**src/rtl/lfsr_encrypter_pkg.sv**
```systemverilog
// Shared types, memory-map constants and helpers for the LFSR encryption engine.
package enc_pkg;

    typedef enum logic [2:0] {
        S_IDLE   = 3'd0,
        S_C_PRE  = 3'd1,
        S_C_PTRN = 3'd2,
        S_C_INIT = 3'd3,
        S_C_CAP  = 3'd4,
        S_E_RD   = 3'd5,
        S_E_WR   = 3'd6,
        S_DONE   = 3'd7
    } state_e;

    localparam int         MSG_LEN   = 64;
    localparam logic [7:0] ADDR_PRE  = 8'd61;
    localparam logic [7:0] ADDR_PTRN = 8'd62;
    localparam logic [7:0] ADDR_SEED = 8'd63;
    localparam logic [7:0] OUT_BASE  = 8'd64;
    localparam logic [4:0] PRE_MIN   = 5'd10;
    localparam logic [4:0] PRE_MAX   = 5'd26;

    // Bit that makes the full byte {p, d} carry an even number of ones.
    function automatic logic parity7(input logic [6:0] d);
        return ^d;
    endfunction

    function automatic logic [4:0] clamp_pre(input logic [4:0] raw);
        if (raw < PRE_MIN) begin
            return PRE_MIN;
        end
        if (raw > PRE_MAX) begin
            return PRE_MAX;
        end
        return raw;
    endfunction

endpackage

```
**src/rtl/lfsr_encrypter_if.sv**
```systemverilog
// Launch handshake plus data-memory port shared between the encrypter and the bench/core.
//
// Handshake: the engine arms while req is sampled high in IDLE, starts on the first
// cycle req is sampled low while armed, raises ack at completion and holds it until
// req is sampled high again. Memory: mem_rd_en/mem_addr are registered by the master,
// the slave returns mem_rdata for that address while the strobe is up and the master
// samples it at the closing rising edge; mem_wr_en commits mem_wdata at the rising
// edge. At most one strobe is high in any cycle.
interface lfsr_encrypter_if;

    logic       req;
    logic       ack;
    logic [7:0] mem_addr;
    logic       mem_rd_en;
    logic [7:0] mem_rdata;
    logic       mem_wr_en;
    logic [7:0] mem_wdata;

    modport master (
        input  req,
        input  mem_rdata,
        output ack,
        output mem_addr,
        output mem_rd_en,
        output mem_wr_en,
        output mem_wdata
    );

    modport slave (
        output req,
        output mem_rdata,
        input  ack,
        input  mem_addr,
        input  mem_rd_en,
        input  mem_wr_en,
        input  mem_wdata
    );

endinterface

```
**src/rtl/lfsr_encrypter_lfsr7.sv**
```systemverilog
// 7-bit Fibonacci-style LFSR with a runtime tap pattern; load wins over step.
module lfsr7 (
    input  logic       clk,
    input  logic       init_n,
    input  logic       load,
    input  logic [6:0] seed,
    input  logic       step,
    input  logic [6:0] ptrn,
    output logic [6:0] state
);

    logic [6:0] r_state;

    always_ff @(posedge clk or negedge init_n) begin
        if (!init_n) begin
            r_state <= 7'h00;
        end else if (load) begin
            r_state <= seed;
        end else if (step) begin
            r_state <= {r_state[5:0], ^(r_state & ptrn)};
        end
    end

    assign state = r_state;

endmodule

```
**src/rtl/lfsr_encrypter.sv**
```systemverilog
// Encryption engine: reads config and message from data memory and writes a 64-byte
// LFSR-whitened, even-parity stream to DM[64:127]. One memory access per cycle.
module lfsr_encrypter
    import enc_pkg::*;
(
    input  logic             clk,
    input  logic             init_n,
    lfsr_encrypter_if.master bus,
    output state_e           o_dbg_state
);

    state_e     r_state;
    logic       r_armed;
    logic [4:0] r_pre;
    logic [6:0] r_ptrn;
    logic [5:0] r_cnt;
    logic       r_ack;
    logic       r_rd_en;
    logic       r_wr_en;
    logic [7:0] r_addr;
    logic [7:0] r_wdata;

    logic [6:0] w_lfsr;
    logic [6:0] w_seed;
    logic       w_load;
    logic       w_step;
    logic       w_in_msg;
    logic [6:0] w_plain;
    logic [6:0] w_enc;
    logic       w_unused;

    // Plain bit 7 never reaches the output stream.
    assign w_unused = bus.mem_rdata[7];

    assign w_seed   = (bus.mem_rdata[6:0] == 7'h00) ? 7'h01 : bus.mem_rdata[6:0];
    assign w_load   = (r_state == S_C_CAP);
    assign w_step   = (r_state == S_E_WR);
    assign w_in_msg = (r_cnt >= {1'b0, r_pre});
    assign w_plain  = w_in_msg ? bus.mem_rdata[6:0] : 7'h20;
    assign w_enc    = w_plain ^ w_lfsr;

    lfsr7 u_lfsr (
        .clk   (clk),
        .init_n(init_n),
        .load  (w_load),
        .seed  (w_seed),
        .step  (w_step),
        .ptrn  (r_ptrn),
        .state (w_lfsr)
    );

    // Each state registers the strobes for the next cycle; read data returned for a
    // strobe is consumed in the state that follows the one that issued it.
    always_ff @(posedge clk or negedge init_n) begin
        if (!init_n) begin
            r_state <= S_IDLE;
            r_armed <= 1'b0;
            r_pre   <= 5'd0;
            r_ptrn  <= 7'd0;
            r_cnt   <= 6'd0;
            r_ack   <= 1'b0;
            r_rd_en <= 1'b0;
            r_wr_en <= 1'b0;
            r_addr  <= 8'd0;
            r_wdata <= 8'd0;
        end else begin
            case (r_state)
                S_IDLE: begin
                    if (bus.req) begin
                        r_armed <= 1'b1;
                    end else if (r_armed) begin
                        r_state <= S_C_PRE;
                    end
                end
                S_C_PRE: begin
                    r_rd_en <= 1'b1;
                    r_addr  <= ADDR_PRE;
                    r_state <= S_C_PTRN;
                end
                S_C_PTRN: begin
                    r_pre   <= clamp_pre(bus.mem_rdata[4:0]);
                    r_addr  <= ADDR_PTRN;
                    r_state <= S_C_INIT;
                end
                S_C_INIT: begin
                    r_ptrn  <= bus.mem_rdata[6:0];
                    r_addr  <= ADDR_SEED;
                    r_state <= S_C_CAP;
                end
                S_C_CAP: begin
                    r_rd_en <= 1'b0;
                    r_cnt   <= 6'd0;
                    r_state <= S_E_RD;
                end
                S_E_RD: begin
                    r_wr_en <= 1'b0;
                    r_rd_en <= w_in_msg;
                    r_addr  <= {2'b00, r_cnt} - {3'b000, r_pre};
                    r_state <= S_E_WR;
                end
                S_E_WR: begin
                    r_rd_en <= 1'b0;
                    r_wr_en <= 1'b1;
                    r_addr  <= OUT_BASE + {2'b00, r_cnt};
                    r_wdata <= {parity7(w_enc), w_enc};
                    r_cnt   <= r_cnt + 6'd1;
                    if (r_cnt == 6'd63) begin
                        r_ack   <= 1'b1;
                        r_state <= S_DONE;
                    end else begin
                        r_state <= S_E_RD;
                    end
                end
                S_DONE: begin
                    r_wr_en <= 1'b0;
                    if (bus.req) begin
                        r_ack   <= 1'b0;
                        r_armed <= 1'b0;
                        r_state <= S_IDLE;
                    end
                end
                default: begin
                    r_state <= S_IDLE;
                end
            endcase
        end
    end

    assign bus.ack       = r_ack;
    assign bus.mem_rd_en = r_rd_en;
    assign bus.mem_wr_en = r_wr_en;
    assign bus.mem_addr  = r_addr;
    assign bus.mem_wdata = r_wdata;
    assign o_dbg_state   = r_state;

endmodule

```
**src/flat_wrapper.sv**
```systemverilog
// flat-port wrapper written by rule: the top's interface ports become plain ports
module lfsr_encrypter_flat import enc_pkg::*;
  (clk, init_n, o_dbg_state, bus_req, bus_mem_rdata, bus_ack, bus_mem_addr, bus_mem_rd_en, bus_mem_wr_en, bus_mem_wdata);
  lfsr_encrypter_if bus_i ();
  input  logic clk;
  input  logic init_n;
  output state_e o_dbg_state;
  input wire logic [$bits(bus_i.req)-1:0] bus_req;
  input wire logic [$bits(bus_i.mem_rdata)-1:0] bus_mem_rdata;
  output wire logic [$bits(bus_i.ack)-1:0] bus_ack;
  output wire logic [$bits(bus_i.mem_addr)-1:0] bus_mem_addr;
  output wire logic [$bits(bus_i.mem_rd_en)-1:0] bus_mem_rd_en;
  output wire logic [$bits(bus_i.mem_wr_en)-1:0] bus_mem_wr_en;
  output wire logic [$bits(bus_i.mem_wdata)-1:0] bus_mem_wdata;
  assign bus_i.req = bus_req;
  assign bus_i.mem_rdata = bus_mem_rdata;
  assign bus_ack = bus_i.ack;
  assign bus_mem_addr = bus_i.mem_addr;
  assign bus_mem_rd_en = bus_i.mem_rd_en;
  assign bus_mem_wr_en = bus_i.mem_wr_en;
  assign bus_mem_wdata = bus_i.mem_wdata;
  lfsr_encrypter u_core (.clk(clk), .init_n(init_n), .bus(bus_i), .o_dbg_state(o_dbg_state));
endmodule
```
**config.mk**
```make
export PLATFORM = sky130hd
export DESIGN_NAME = lfsr_encrypter_flat
export DESIGN_NICKNAME = d
export VERILOG_FILES = /design/src/rtl/lfsr_encrypter_pkg.sv /design/src/rtl/lfsr_encrypter_if.sv /design/src/rtl/lfsr_encrypter_lfsr7.sv /design/src/rtl/lfsr_encrypter.sv /design/src/flat_wrapper.sv
export SDC_FILE = /design/constraint.sdc
export NUM_CORES = 1
export LEC_CHECK = 0
export BUFFER_PORTS_ARGS = -buffer_cell sky130_fd_sc_hd__buf_4
export CORE_UTILIZATION = 55
export DETAILED_ROUTE_END_ITERATION = 12
export HOLD_SLACK_MARGIN = 0.03
export PLACE_DENSITY = 0.76
export SETUP_SLACK_MARGIN = 0.3
export SLEW_MARGIN = 20
export SYNTH_ARGS = -nofsm -noshare
export SYNTH_HDL_FRONTEND = slang
export SYNTH_SLANG_ARGS = --single-unit
```
**constraint.sdc**
```tcl
create_clock -name clk -period 7.02 [get_ports clk]
set_clock_uncertainty 0.1 [all_clocks]
set_input_delay 0.351 -clock clk [delete_from_list [all_inputs] [get_ports clk]]
set_output_delay 0.351 -clock clk [all_outputs]
set_load 0.1 [all_outputs]
```
==> results.tsv <==
metric	value	unit
crit_path_top_delay_cell	dfrtp_1	
grt_pass1_vias	1984	
antenna_cells	0	
fin_crit	2.61	ns
cts_setup_buffers	0	
hold_path_class	in -> reg	
reg2reg_from	u_core.o_dbg_state[0]	
rsz0062_at_grt	false	
insertion_delay	0.31	ns
synth_nets	315	
ys_types	39	
finalWirelength	5.77	mm
p_per_area	311	mW/mm²
antenna_found_initial	0	
fin_cells	385	
power	0.000947	W
viasPerCell	5.57	
port_buffers	31	
end_kind	register	
cts_buffers	5	
tns	0	ns
clock-sinks	48	
cellLeakagePower	1.34	nW
core_area	0.00472	mm²
multi_input_area	0.00138	mm²
dr.pass1.iters	4	
overflow	0	
post-route-cell-area	0.00304	mm²
max_cap_violations	0	
drt_iter0_markers	160	
dp_slack	3.98	ns
cp_max_fo	26	
cp.required	7.12	ns
finalSetupViolations	0	
start_util	57.2	%
syn_area	0.00270	mm²
grt.total_usage	24.6	%
grt_max_degree	49	
synth_seq_cells	48	
crit_type	reg -> reg	
ys_warn_count	0	
max_slew_margin	46.1	%
fp.dieArea	0.00520	mm²
startpoint_type	register	
clkTransAtPathRegs	0.09	ns
wire_per_inst	15.0	µm
routed-wl-met2	2.73	mm
drive_gt1_share	16.4	%
arrival	2.71	ns
areaGrowthSynthToFinish	12.5	%
tightest_slew	0.807	ns
fmax	383	MHz
cts_tree	built	
synth_ff_type	dfrtp_1	
place.gp.congestion	0.813	
cts_max_path_buffers	2	
crit_start	u_core.o_dbg_state[0]	
wl_met1	2.74	mm
dpl.cell_count	377	
crit_chain	inv_1 -> nand2_1 -> nor3_1 -> a21o_1 -> a22o_1	
setup_ws	4.41	ns
post-route-period-util	37.2	%
yosysSeqAreaShare	44.4	%
seq_area	0.00120	mm²
ant_nets	0	
crit_end	u_core.r_cnt[4]	
finalHoldViolCount	0	
drcViolationCount	0	
row_count	25	
grt_pass1_wl	9.69	mm
async_flop_share	100	%
placed_area	0.00295	mm²
fp.dieH	72.1	µm
dr.max_layer_used	met4	
r2r-end	u_core.r_cnt[4]	
vdd_ir_drop_max	0.192	mV
via_count	2143	
timing.reg2reg.setup_slack	4.41	ns
num-fill-cells	406	
dr_wl_met3	211	µm
nets	336	
clockRootBuffer	clkbuf_8	
post_cts_resized	0	
hold_buffers	1	
place.detailed.hpwl	4.07	mm
max_stage_delay	0.86	ns
ios	33	
hold_start	bus_mem_rdata[5]	
htreeDepth	2	
avgSynthCellArea	9.10	µm²
die_w	72.1	µm
status	complete, no violations	
slew_viol_final	0	
reg2reg_depth	5	
synth_edf_count	0	
synthCells	297	
routing by layer:
metal / vias to the layer above / GRT usage, %
met3: 9 / 5.00
met4: 0 / 8.50
met2: 43 / 37.5
li1: 1059 / -
met5: - / 0
met1: 1032 / 35.1
metrics by stage:
step	hold slack, ns	util [%]
after floorplan	-0.0446	-
after global placement	0.305	62.4
after detailed placement	0.307	62.4
after CTS	0.220	64.2
after global routing	0.222	64.3
final	0.229	64.3
synth_stat cells (9+ instances only):
cell	count	share of area, %
inv_1	13	1.8
xnor2_1	16	5.2
nor3_1	11	2.0
nor2_1	10	1.4
nand2_1	49	6.8
nand3_1	9	1.7
dfrtp_1	48	44
a21oi_1	24	4.4
mux2_2	10	4.2
o21ai_0	32	5.9
clkbuf_1	15	2.1
xor2_1	10	3.2
cells in the final DEF, fill, tap and decap left out, drive strengths merged, types with 5 or more instances in the layout:
cell type,netlist,final
inv,13,13
a21oi,24,24
nand2,49,49
dfrtp,48,48
nand3,9,9
o21ai,32,32
nor2,10,10
xor2,10,10
xnor2,17,17
clkbuf,15,6
mux2i,7,7
o22ai,5,5
buf,3,31
ha,6,6
mux2,10,10
nor3,11,11
critical path: cells and delay by family (launching register included):
family,cells,cell delay [ns]
flops,1,0.86
simple gates,2,0.81
buf+inv,1,0.37
compound gates,2,0.35
where the power goes:
part / switching [W] / leakage, nW / internal (W)
clock: 0.0000920 / 0.0410 / 0.0000680
sequential: 0.0000501 / 0.541 / 0.000322
combinational: 0.000290 / 0.756 / 0.000124
cell families (layout without fill, tap and decap cells):
kind of cell / after synthesis / in the layout / synth area share [%]
AOI/OAI and AO/OA: 80 / 80 / 17.7
muxes: 17 / 17 / 6.76
buffers and inverters: 31 / 52 / 4.54
xor gates and xnor gates: 27 / 27 / 9.03
DFF: 48 / 48 / 44.4
adders and majority gates: 7 / 7 / 3.52
and+or+nand+nor: 87 / 87 / 14.0
flip-flops by register name (all words and copies together) (netlist names):
| signal | cells |
|---|---|
| u_core.r_cnt | 6 |
| u_core.r_armed | 1 |
| u_core.r_pre | 5 |
| u_core.bus.mem_rd_en | 1 |
| u_core.u_lfsr.state | 7 |
| u_core.r_ptrn | 7 |
| u_core.bus.mem_wdata | 8 |
| u_core.o_dbg_state | 3 |
| u_core.bus.mem_wr_en | 1 |
| u_core.bus.mem_addr | 8 |
| u_core.bus.ack | 1 |
layout make-up:
cell class	count	share of cell area, %
Timing Repair Buffer	32	7.99
Multi-Input combinational cell	218	45.5
Tap cell	67	2.76
Sequential cell	48	39.6
Clock inverter	1	0.165
Inverter	13	1.61
Clock buffer	6	2.39
worst min path at each step:
stage / endpoint / slack, ns / cells after the start
6_report: u_core.r_ptrn[5] / 0.23 / 2
5_1_grt: u_core.r_ptrn[5] / 0.22 / 2
4_1_cts: u_core.r_pre[3] / 0.22 / 2
3_5_place_dp: u_core.bus.mem_wdata[2] / 0.31 / 1
3_3_place_gp: u_core.bus.mem_wdata[2] / 0.30 / 1
2_1_floorplan: u_core.bus.ack / -0.04 / 0
Power figures use the tool's default switching activity.
